File: config.mk
export PLATFORM = sky130hd
export DESIGN_NAME = truth_table_sequencer
export DESIGN_NICKNAME = d
export VERILOG_FILES = /design/src/rtl/truth_table_sequencer.sv
export SDC_FILE = /design/constraint.sdc
export NUM_CORES = 1
export LEC_CHECK = 0
export ABC_AREA = 1
export BUFFER_PORTS_ARGS = -buffer_cell sky130_fd_sc_hd__buf_2
export CORE_ASPECT_RATIO = 0.5
export CORE_MARGIN = 2
export CORE_UTILIZATION = 58
export CTS_BUF_LIST = sky130_fd_sc_hd__clkbuf_2 sky130_fd_sc_hd__clkbuf_4 sky130_fd_sc_hd__clkbuf_8
export CTS_CLUSTER_DIAMETER = 100
export DETAILED_ROUTE_END_ITERATION = 8
export PLACE_DENSITY = 0.9
export SYNTH_ARGS = -nofsm -noshare
export SYNTH_HDL_FRONTEND = slang
export SYNTH_SLANG_ARGS = --single-unit
File: constraint.sdc
create_clock -name clk -period 2.7 [get_ports clk]
set_clock_uncertainty 0.05 [all_clocks]
set_input_delay 0.27 -clock clk [delete_from_list [all_inputs] [get_ports clk]]
set_output_delay 0.27 -clock clk [all_outputs]
set_load 0.02 [all_outputs]
File: src/rtl/truth_table_sequencer.sv
// Drives every input combination into a combinational block, samples its
// output after a settle window and grades the observed truth table.
module truth_table_sequencer #(
  parameter int unsigned N_IN   = 3,
  parameter int unsigned SETTLE = 2
) (
  input  logic                   clk,
  input  logic                   rst_n,
  input  logic                   start,
  input  logic [(1<<N_IN)-1:0]   expected,
  input  logic                   dut_x,
  output logic [N_IN-1:0]        abc,
  output logic                   busy,
  output logic                   done,
  output logic [(1<<N_IN)-1:0]   result,
  output logic                   pass,
  output logic [N_IN:0]          err_count
);

  localparam int unsigned NV = 1 << N_IN;
  localparam logic [N_IN-1:0] IDX_MAX  = N_IN'(NV - 1);
  localparam logic [N_IN-1:0] IDX_ONE  = N_IN'(1);
  localparam logic [7:0]      CNT_LAST = 8'(SETTLE - 1);
  localparam logic [N_IN:0]   ERR_ZERO = '0;

  localparam logic [1:0] S_IDLE   = 2'd0;
  localparam logic [1:0] S_SETTLE = 2'd1;
  localparam logic [1:0] S_SAMPLE = 2'd2;
  localparam logic [1:0] S_DONE   = 2'd3;

  logic [1:0]      state_q, state_d;
  logic [N_IN-1:0] idx_q, idx_d;
  logic [N_IN-1:0] abc_q, abc_d;
  logic [7:0]      cnt_q, cnt_d;
  logic [NV-1:0]   exp_q, exp_d;
  logic [NV-1:0]   result_q, result_d;
  logic [N_IN:0]   err_q, err_d;
  logic            busy_q, busy_d;
  logic            pass_q, pass_d;
  logic            miss;

  assign miss = dut_x ^ exp_q[idx_q];

  always_comb begin
    state_d  = state_q;
    idx_d    = idx_q;
    abc_d    = abc_q;
    cnt_d    = cnt_q;
    exp_d    = exp_q;
    result_d = result_q;
    err_d    = err_q;
    busy_d   = busy_q;
    pass_d   = pass_q;
    unique case (1'b1)
      (state_q == S_IDLE): begin
        if (start) begin
          exp_d    = expected;
          idx_d    = '0;
          abc_d    = '0;
          cnt_d    = '0;
          result_d = '0;
          err_d    = '0;
          pass_d   = 1'b0;
          busy_d   = 1'b1;
          state_d  = S_SETTLE;
        end
      end
      (state_q == S_SETTLE): begin
        cnt_d = cnt_q + 8'd1;
        if (cnt_q == CNT_LAST) state_d = S_SAMPLE;
      end
      (state_q == S_SAMPLE): begin
        result_d[idx_q] = dut_x;
        err_d = err_q + {{N_IN{1'b0}}, miss};
        if (idx_q == IDX_MAX) begin
          // grade early so pass is already valid while done is high
          pass_d  = (err_d == ERR_ZERO);
          state_d = S_DONE;
        end else begin
          idx_d   = idx_q + IDX_ONE;
          abc_d   = idx_q + IDX_ONE;
          cnt_d   = '0;
          state_d = S_SETTLE;
        end
      end
      default: begin
        busy_d  = 1'b0;
        pass_d  = (err_q == ERR_ZERO);
        state_d = S_IDLE;
      end
    endcase
  end

  always_ff @(posedge clk or negedge rst_n) begin
    if (!rst_n) begin
      state_q  <= S_IDLE;
      idx_q    <= '0;
      abc_q    <= '0;
      cnt_q    <= '0;
      exp_q    <= '0;
      result_q <= '0;
      err_q    <= '0;
      busy_q   <= 1'b0;
      pass_q   <= 1'b0;
    end else begin
      state_q  <= state_d;
      idx_q    <= idx_d;
      abc_q    <= abc_d;
      cnt_q    <= cnt_d;
      exp_q    <= exp_d;
      result_q <= result_d;
      err_q    <= err_d;
      busy_q   <= busy_d;
      pass_q   <= pass_d;
    end
  end

  assign abc       = abc_q;
  assign busy      = busy_q;
  assign done      = (state_q == S_DONE);
  assign result    = result_q;
  assign pass      = pass_q;
  assign err_count = err_q;

endmodule
-- Word-level counts from Yosys, hierarchy flattened
Cells that the tools add are included.
- bits of input ports: 12
- output and inout port bits: 18
- register bits after elaboration: 35
- bitwise logic cells: 3
- multiplexer cells: 23
- reductions and logical operators: 14
- add/subtract/negate cells: 3
- eq/ne operators: 9
- order comparisons: 2
- operator list (kind ; number):
    case mux 8 bit (3 select lines) ; 1
    two-way mux 8 bit ; 2
    case mux 8 bit (2 select lines) ; 1
    AND reduction 3 bit ; 3
    adder 8 x 1 -> 8 bit (second input constant) ; 1
    bitwise mux 8 bit ; 1
    equality test 8 x 1 -> 1 bit (second input constant) ; 1
    logical NOT 4 bit ; 2
    case mux 4 bit (2 select lines) ; 1
    AND reduction 2 bit ; 4
    two-way mux 2 bit ; 3
    two-way mux 3 bit ; 2
    case mux 2 bit (3 select lines) ; 1
    case mux 3 bit (2 select lines) ; 1
    two-way mux 1 bit ; 5
    adder 4 x 1 -> 4 bit ; 1
    equality test 2 bit (second input constant) ; 2
    less-than comparator 3 x 4 -> 1 bit (second input constant) ; 1
    two-way mux 4 bit ; 1
    != test 2 x 1 -> 1 bit (second input constant) ; 2
    != test 2 bit (second input constant) ; 2
    adder 3 x 1 -> 3 bit (second input constant) ; 1
    binary-select mux 1 bit (select 3 bit) ; 1
    demux 1 bit (select 3 bit) ; 1
    other kinds (12) ; 13

-- Depth between registers and ports, before layout
Gate-level depths: netlist (run 1).
- depth in word-level cells: 7
- gate-level depth with buffers: 16

-- Least setup slack after synthesis (run 1)
No wires, ideal clock.
- path type: reg2reg
- start: reg, netlist name abc[0]
- end: reg pass_q, in the netlist pass
- path slack: 0.544 ns
- data arrival time: 2.022 ns
- buffers on the path: 1
- stages on the path, launching flop included: 17
- required time: 2.566 ns
- cell sequence: dfrtp_1 buf_2 inv_2 nand2_1 nand2_1 nand2_1 nand2_1 nand2_1 nand2_1 nand2_1 nand2_1 inv_1 ha_1 ha_1 nor3_1 nand3_1 a21boi_0
- RTL lines (item ; RTL line ; text):
    to (signal assigned) ; 114 ; pass_q <= pass_d;
    to (decl) ; 39 ; logic pass_q, pass_d;

==> results.cfg, run 1 <==
[cells_and_area]
regArea_um2 = 876
most-common-layout-cells = sky130_fd_sc_hd__nand2_1 (55), sky130_fd_sc_hd__dfrtp_1 (35), sky130_fd_sc_hd__buf_2 (29)
syn2layout_area_growth_pct = 14.8
drive_gt1_frac = 0.214
final_util = 0.720
antennaDiodeCount = 0
multi_input_area_um2 = 927
layout.cells.most_common = sky130_fd_sc_hd__nand2_1
fill_cells = 240
final_net_count = 292

[synth]
yosys.area_share.xor_xnor = 0.0135
postSynthNetCount = 260
synth-adder-area-share = 0.0644
area_of_the_mapped_netlist_mm2 = 0.00194
yosys_warnings = 0
synth.top_cell.area_share = 0.450
synth-compound-area-share = 0.107
synthDominantAreaCellType = sky130_fd_sc_hd__dfrtp_1
combinational_family_with_the_most_area_after_synthesis = simple AND/OR/NAND/NOR gates
synth.area.mux_share = 0.0405
post_synth_main_area_contributors = sky130_fd_sc_hd__dfrtp_1 (45%), sky130_fd_sc_hd__nand2_1 (11%), sky130_fd_sc_hd__ha_1 (6.4%), sky130_fd_sc_hd__inv_1 (5.0%), sky130_fd_sc_hd__nand3_1 (4.4%)
synth_seq_cells = 35
ys_types = 26
yosysSeqAreaShare = 0.450
postSynthCellCount = 238
syn-mean-instance-area_um2 = 8.17
post_synth_and_or_nand_nor_area_fraction = 0.251

[route]
detailedRoute.firstPassIterationCount = 6
route.detailed.drc = 0
wl_per_cell_um = 13.0
detail_route.vias_per_cell = 5.51
detail_route.wirelength_um = 4030
final_antenna_net_count = 0
drtIter0Drc = 84
via_count = 1713

[clocking]
tritoncts_clock_tree = built
hold_buffers = 0
number_of_buffers_between_clock_root_and_the_deepest_sink = 2
clock_sinks = 35
cts-htree-levels = 2
cts_resized = 0
clk_root_buffer_cell = sky130_fd_sc_hd__clkbuf_8
cts.repair_timing.setup_buffer_count = 0
tritoncts.num_buffers = 5
clk_pin_slew_worst_paths_ps = 70
worstSkewPairLatency_ps = 290

[setup_path]
crit_required_ps = 2860
rr_startpoint = abc[2]
critical_path_peak_fanout = 8
setup.worst_path.class = reg -> reg
timing.critical_path.from_type = flop
worst-endpoint-arrival_ps = 2520
critPathCaptureType = flop
crit_start = abc[2]

[timing]
maxClockFrequency_mhz = 425
worst_margin_pin_slew_ps = 773
hold_slack_ps = -2.30
final-max-slew-violation-count = 0
relSlewSlack = 0.485
hold_violations = 2
rsz_0062_raised_after_global_routing = false
fin_crit_ps = 2360
period_share = 0.872
setup_viol = 0
setup_total_negative_slack_ps = 0

[floorplanning]
core-area_mm2 = 0.00310
initial_util = 0.627
floorplan.die_area_mm2 = 0.00386
ios = 30
rows = 14
die_h_um = 44.9
die_span_x_um = 85.9

[placement]
numPortBuffers = 29
place.gp.congestion = 0.886
place_hpwl_um = 3040

[global_route]
global_route.usage.total = 0.241
grt_pass1_wl_um = 7060
grt_antenna_before_repair = 0
grt_overflow_total = 0
number_of_global_route_vias_before_repair = 1644
largest_net_degree_at_the_start_of_global_routing = 36

[power]
peakVddDrop_mv = 0.551
power.density_mw_per_mm2 = 1050
static-leakage-power_nw = 1.16

[status]
violated_checks = negative hold slack
run_status = complete, but fails checks

[flow_run]
max_cap_viol_count = 0

[hold_path]
worst_hold_path_type = in -> async
sequential cells by signal (all words and copies together) (netlist names):
signal	cells
abc	3
busy	1
cnt_q	8
err_count	4
exp_q	8
pass	1
result	8
state_q	2
power by group:
part	total [W]	leakage (nW)	switching (W)	internal, W
sequential	0.000802	0.456	0.000129	0.000673
clock	0.000495	0.0612	0.000196	0.000299
combinational	0.00105	0.644	0.000677	0.000369
metrics by stage:
| step | area, µm² | total power, W | instances | setup WS, ps | hold WS, ps |
|---|---|---|---|---|---|
| global placement | 2110 | 0.00179 | 303 | 597 | 326 |
| floorplan | 1940 | 0.00161 | 238 | 544 | -75.6 |
| global route | 2230 | 0.00254 | 311 | 109 | 74.6 |
| detailed placement | 2110 | 0.00185 | 303 | 392 | 347 |
| finish | 2230 | 0.00234 | 311 | 345 | -2.30 |
| CTS | 2230 | 0.00234 | 311 | 375 | 34.9 |
critical path, stage by stage, from the launching register on:
cell                       delay (ps)
sky130_fd_sc_hd__dfrtp_1          430
sky130_fd_sc_hd__inv_1            180
sky130_fd_sc_hd__nor2_2           160
sky130_fd_sc_hd__nand2_1           90
sky130_fd_sc_hd__nor2_1           120
sky130_fd_sc_hd__nor2_1            80
sky130_fd_sc_hd__nand2_1           70
sky130_fd_sc_hd__nand2_1           40
sky130_fd_sc_hd__nand2_1           50
sky130_fd_sc_hd__inv_1             40
sky130_fd_sc_hd__ha_1             190
sky130_fd_sc_hd__ha_1             300
sky130_fd_sc_hd__nor3_1           220
sky130_fd_sc_hd__nand3_1           90
sky130_fd_sc_hd__a21boi_0         160
cell families (layout without fill, tap and decap cells):
logic type,count (synthesis),in the layout
adder cells (fa/ha/maj),10,10
XOR/XNOR,3,3
AND/OR/NAND/NOR,110,110
multiplexers,7,7
buffers and inverters,35,68
AO/OA/AOI/OAI,38,38
flip-flops,35,35
final cells by class:
cell class	count	area share
Clock inverter	2	0.0157
Multi-Input combinational cell	168	0.415
Clock buffer	6	0.0370
Inverter	31	0.0521
Tap cell	40	0.0224
Sequential cell	35	0.392
Timing Repair Buffer	29	0.0650
Yosys cell counts:
library cell	count
sky130_fd_sc_hd__nor3_1	3
sky130_fd_sc_hd__a21oi_1	16
sky130_fd_sc_hd__o21ai_0	12
sky130_fd_sc_hd__mux2_2	7
sky130_fd_sc_hd__inv_2	5
sky130_fd_sc_hd__o31ai_1	1
sky130_fd_sc_hd__ha_1	10
sky130_fd_sc_hd__clkbuf_1	1
sky130_fd_sc_hd__xor2_1	1
sky130_fd_sc_hd__a21boi_0	1
sky130_fd_sc_hd__xnor2_1	2
sky130_fd_sc_hd__nand4_1	6
sky130_fd_sc_hd__o22ai_1	6
sky130_fd_sc_hd__nand3_1	17
sky130_fd_sc_hd__dfrtp_1	35
sky130_fd_sc_hd__buf_2	2
sky130_fd_sc_hd__buf_6	1
sky130_fd_sc_hd__o211ai_1	1
sky130_fd_sc_hd__nand2_4	1
sky130_fd_sc_hd__o21ai_2	1
sky130_fd_sc_hd__inv_1	26
sky130_fd_sc_hd__nor2_2	3
sky130_fd_sc_hd__nand2_2	2
sky130_fd_sc_hd__nor2_4	2
sky130_fd_sc_hd__nor2_1	21
sky130_fd_sc_hd__nand2_1	55
metal layers:
layer  wire length (µm)  track usage  part of all wire  vias up
met5                  0            0                 0        -
met4                 94        0.124             0.023        0
met3                173       0.0658             0.043       13
met2               1930        0.412              0.48       48
met1               1830        0.290              0.45      808
li1                   -            -                 -      844
path summary, 6_finish.rpt:
| kind | to | slack [ps] | cells after the start |
|---|---|---|---|
| worst min register to register | result[7] | 440 | 2 |
| worst min-delay path | cnt_q[6] | -2 | 1 |
| min in group clk | exp_q[2] | 150 | 2 |
| worst max register to register | pass | 340 | 14 |
| max in group asynchronous | cnt_q[5] | 2110 | 1 |
| worst max-delay path | pass | 340 | 14 |
Power figures use the tool's default switching activity.
==> inputs of run 2 (changes only) <==
--- a/config.mk
+++ b/config.mk
@@ -9,11 +9,10 @@
 export BUFFER_PORTS_ARGS = -buffer_cell sky130_fd_sc_hd__buf_2
 export CORE_ASPECT_RATIO = 0.5
 export CORE_MARGIN = 2
-export CORE_UTILIZATION = 58
-export CTS_BUF_LIST = sky130_fd_sc_hd__clkbuf_2 sky130_fd_sc_hd__clkbuf_4 sky130_fd_sc_hd__clkbuf_8
+export CORE_UTILIZATION = 56
 export CTS_CLUSTER_DIAMETER = 100
 export DETAILED_ROUTE_END_ITERATION = 8
-export PLACE_DENSITY = 0.9
+export PLACE_DENSITY = 0.88
 export SYNTH_ARGS = -nofsm -noshare
 export SYNTH_HDL_FRONTEND = slang
 export SYNTH_SLANG_ARGS = --single-unit
==> run 2 against run 1 <==
- the run now ends clean
- final cell count rose by 0.32%
- wire length fell by 2.2%
- total power fell by 5.3%
- sequential share of layout area rose by 0.49 points
- critical path depth rose by 1
- die area rose by 3.3%
- clock-buffer cell count did not move
==> results.cfg, run 2 (synthesized netlist as in run 1, its figures left out) <==
[status]
run_status = finished, final reports clean

[setup_path]
critPathCaptureType = flop
crit_required_ps = 2850
setup.worst_path.class = reg -> reg
ff2ff_path_depth = 15
rr_startpoint = abc[0]
reg2reg_to = pass
worst-endpoint-arrival_ps = 2490
r2r_slack_ps = 360
timing.critical_path.from_type = flop
critical_path_peak_fanout = 11

[route]
route.detailed.drc = 0
final_antenna_net_count = 0
detailedRoute.firstPassIterationCount = 4
detail_route.vias_per_cell = 5.36
wl_per_cell_um = 12.6
detail_route.wirelength_um = 3940
drtIter0Drc = 108
via_count = 1671

[placement]
numPortBuffers = 29
place_hpwl_um = 2880
place_worst_setup_slack_ps = 424
place.gp.congestion = 0.838
dp_cells = 305

[global_route]
largest_net_degree_at_the_start_of_global_routing = 36
grt_antenna_before_repair = 0
grt_pass1_wl_um = 6670
global_route.usage.total = 0.219
grt_overflow_total = 0
number_of_global_route_vias_before_repair = 1545

[clocking]
cts.repair_timing.setup_buffer_count = 0
number_of_buffers_between_clock_root_and_the_deepest_sink = 2
clk_root_buffer_cell = sky130_fd_sc_hd__clkbuf_8
hold_buffers = 0
cts-htree-levels = 2
tritoncts.num_buffers = 5
clock_sinks = 35
tritoncts_clock_tree = built
clk_pin_slew_worst_paths_ps = 70
cts_resized = 0
worstSkewPairLatency_ps = 280

[timing]
maxClockFrequency_mhz = 427
fin_crit_ps = 2340
relSlewSlack = 0.486
pnr_worst_setup_slack_ps = 360
rsz_0062_raised_after_global_routing = false
setup_total_negative_slack_ps = 0
setup_viol = 0
period_share = 0.867
worst_margin_pin_slew_ps = 772
final-max-slew-violation-count = 0
hold_violations = 0

[cells_and_area]
post_layout_nonfiller_instances = 312
antennaDiodeCount = 0
layout.cells.most_common = sky130_fd_sc_hd__nand2_1
fill_cells = 267
most-common-layout-cells = sky130_fd_sc_hd__nand2_1 (55), sky130_fd_sc_hd__dfrtp_1 (35), sky130_fd_sc_hd__buf_2 (29)
drive_gt1_frac = 0.211
syn2layout_area_growth_pct = 13.4
final_net_count = 292

[floorplanning]
core-area_mm2 = 0.00338
die_span_x_um = 87.3
die_h_um = 45.7
rows = 15
initial_util = 0.576
ios = 30
floorplan.die_area_mm2 = 0.00399

[flow_run]
max_cap_viol_count = 0

[power]
peakVddDrop_mv = 0.495
static-leakage-power_nw = 1.15
post-layout-total-power_w = 0.00222
power.density_mw_per_mm2 = 1010

[hold_path]
worst_hold_path_type = in -> async
==> run 2: changes by cell type in the layout (fill, tap and decap cells not counted), sizes merged <==
cell / before / now
bufinv: 1 / 0
==> run 2: area by class of cell <==
cell class	count	area, µm²	share of cell area
tap	42	52.6	0.0238
clock inverter	1	5.00	0.00227
timing repair buffer	29	145	0.0658
clock buffer	6	82.6	0.0375
multi-input combinational	168	927	0.421
sequential	35	876	0.397
inverter	31	116	0.0528
==> run 2: how the worst max path moves through the flow <==
stage / slack (ps) / startpoint / cells after the start / endpoint
global placement: 590 / abc[0] / 15 / pass
global route: 210 / abc[0] / 15 / pass
detailed placement: 420 / abc[0] / 15 / pass
CTS: 370 / abc[0] / 15 / pass
floorplan: 540 / abc[0] / 16 / pass
finish: 360 / abc[0] / 15 / pass
==> run 2: power breakdown <==
| group | internal (W) | switching, W |
|---|---|---|
| logic | 0.000368 | 0.000667 |
| registers | 0.000673 | 0.000128 |
| clock network | 0.000200 | 0.000182 |
==> run 2: critical path: stages, from the launching register on <==
cell and delay (ps):
sky130_fd_sc_hd__dfrtp_1 500, sky130_fd_sc_hd__inv_2 190, sky130_fd_sc_hd__nand2_1 70, sky130_fd_sc_hd__nand2_1 70
sky130_fd_sc_hd__nand2_1 70, sky130_fd_sc_hd__nand2_1 90, sky130_fd_sc_hd__nand2_1 70, sky130_fd_sc_hd__nand2_1 70
sky130_fd_sc_hd__nand2_1 40, sky130_fd_sc_hd__nand2_1 60, sky130_fd_sc_hd__inv_1 40, sky130_fd_sc_hd__ha_1 190
sky130_fd_sc_hd__ha_1 290, sky130_fd_sc_hd__nor3_1 220, sky130_fd_sc_hd__nand3_1 90, sky130_fd_sc_hd__a21boi_0 150
==> run 2: per-stage QoR <==
stage	hold WS, ps	area [µm²]	utilization
4_1_cts	37.2	2200	0.653
3_3_place_gp	330	2120	0.627
5_1_grt	69.1	2200	0.653
2_1_floorplan	-75.6	1940	-
6_report	10.9	2200	0.653
3_5_place_dp	345	2120	0.627
==> run 2: per-layer routing <==
layer / vias to the layer above / wire length (µm) / share of wire / track usage
met3: 5 / 164 / 0.042 / 0.0562
met1: 792 / 1810 / 0.46 / 0.283
met5: - / 0 / 0 / 0
met4: 0 / 21 / 0.0053 / 0.0708
li1: 840 / - / - / -
met2: 34 / 1940 / 0.49 / 0.370
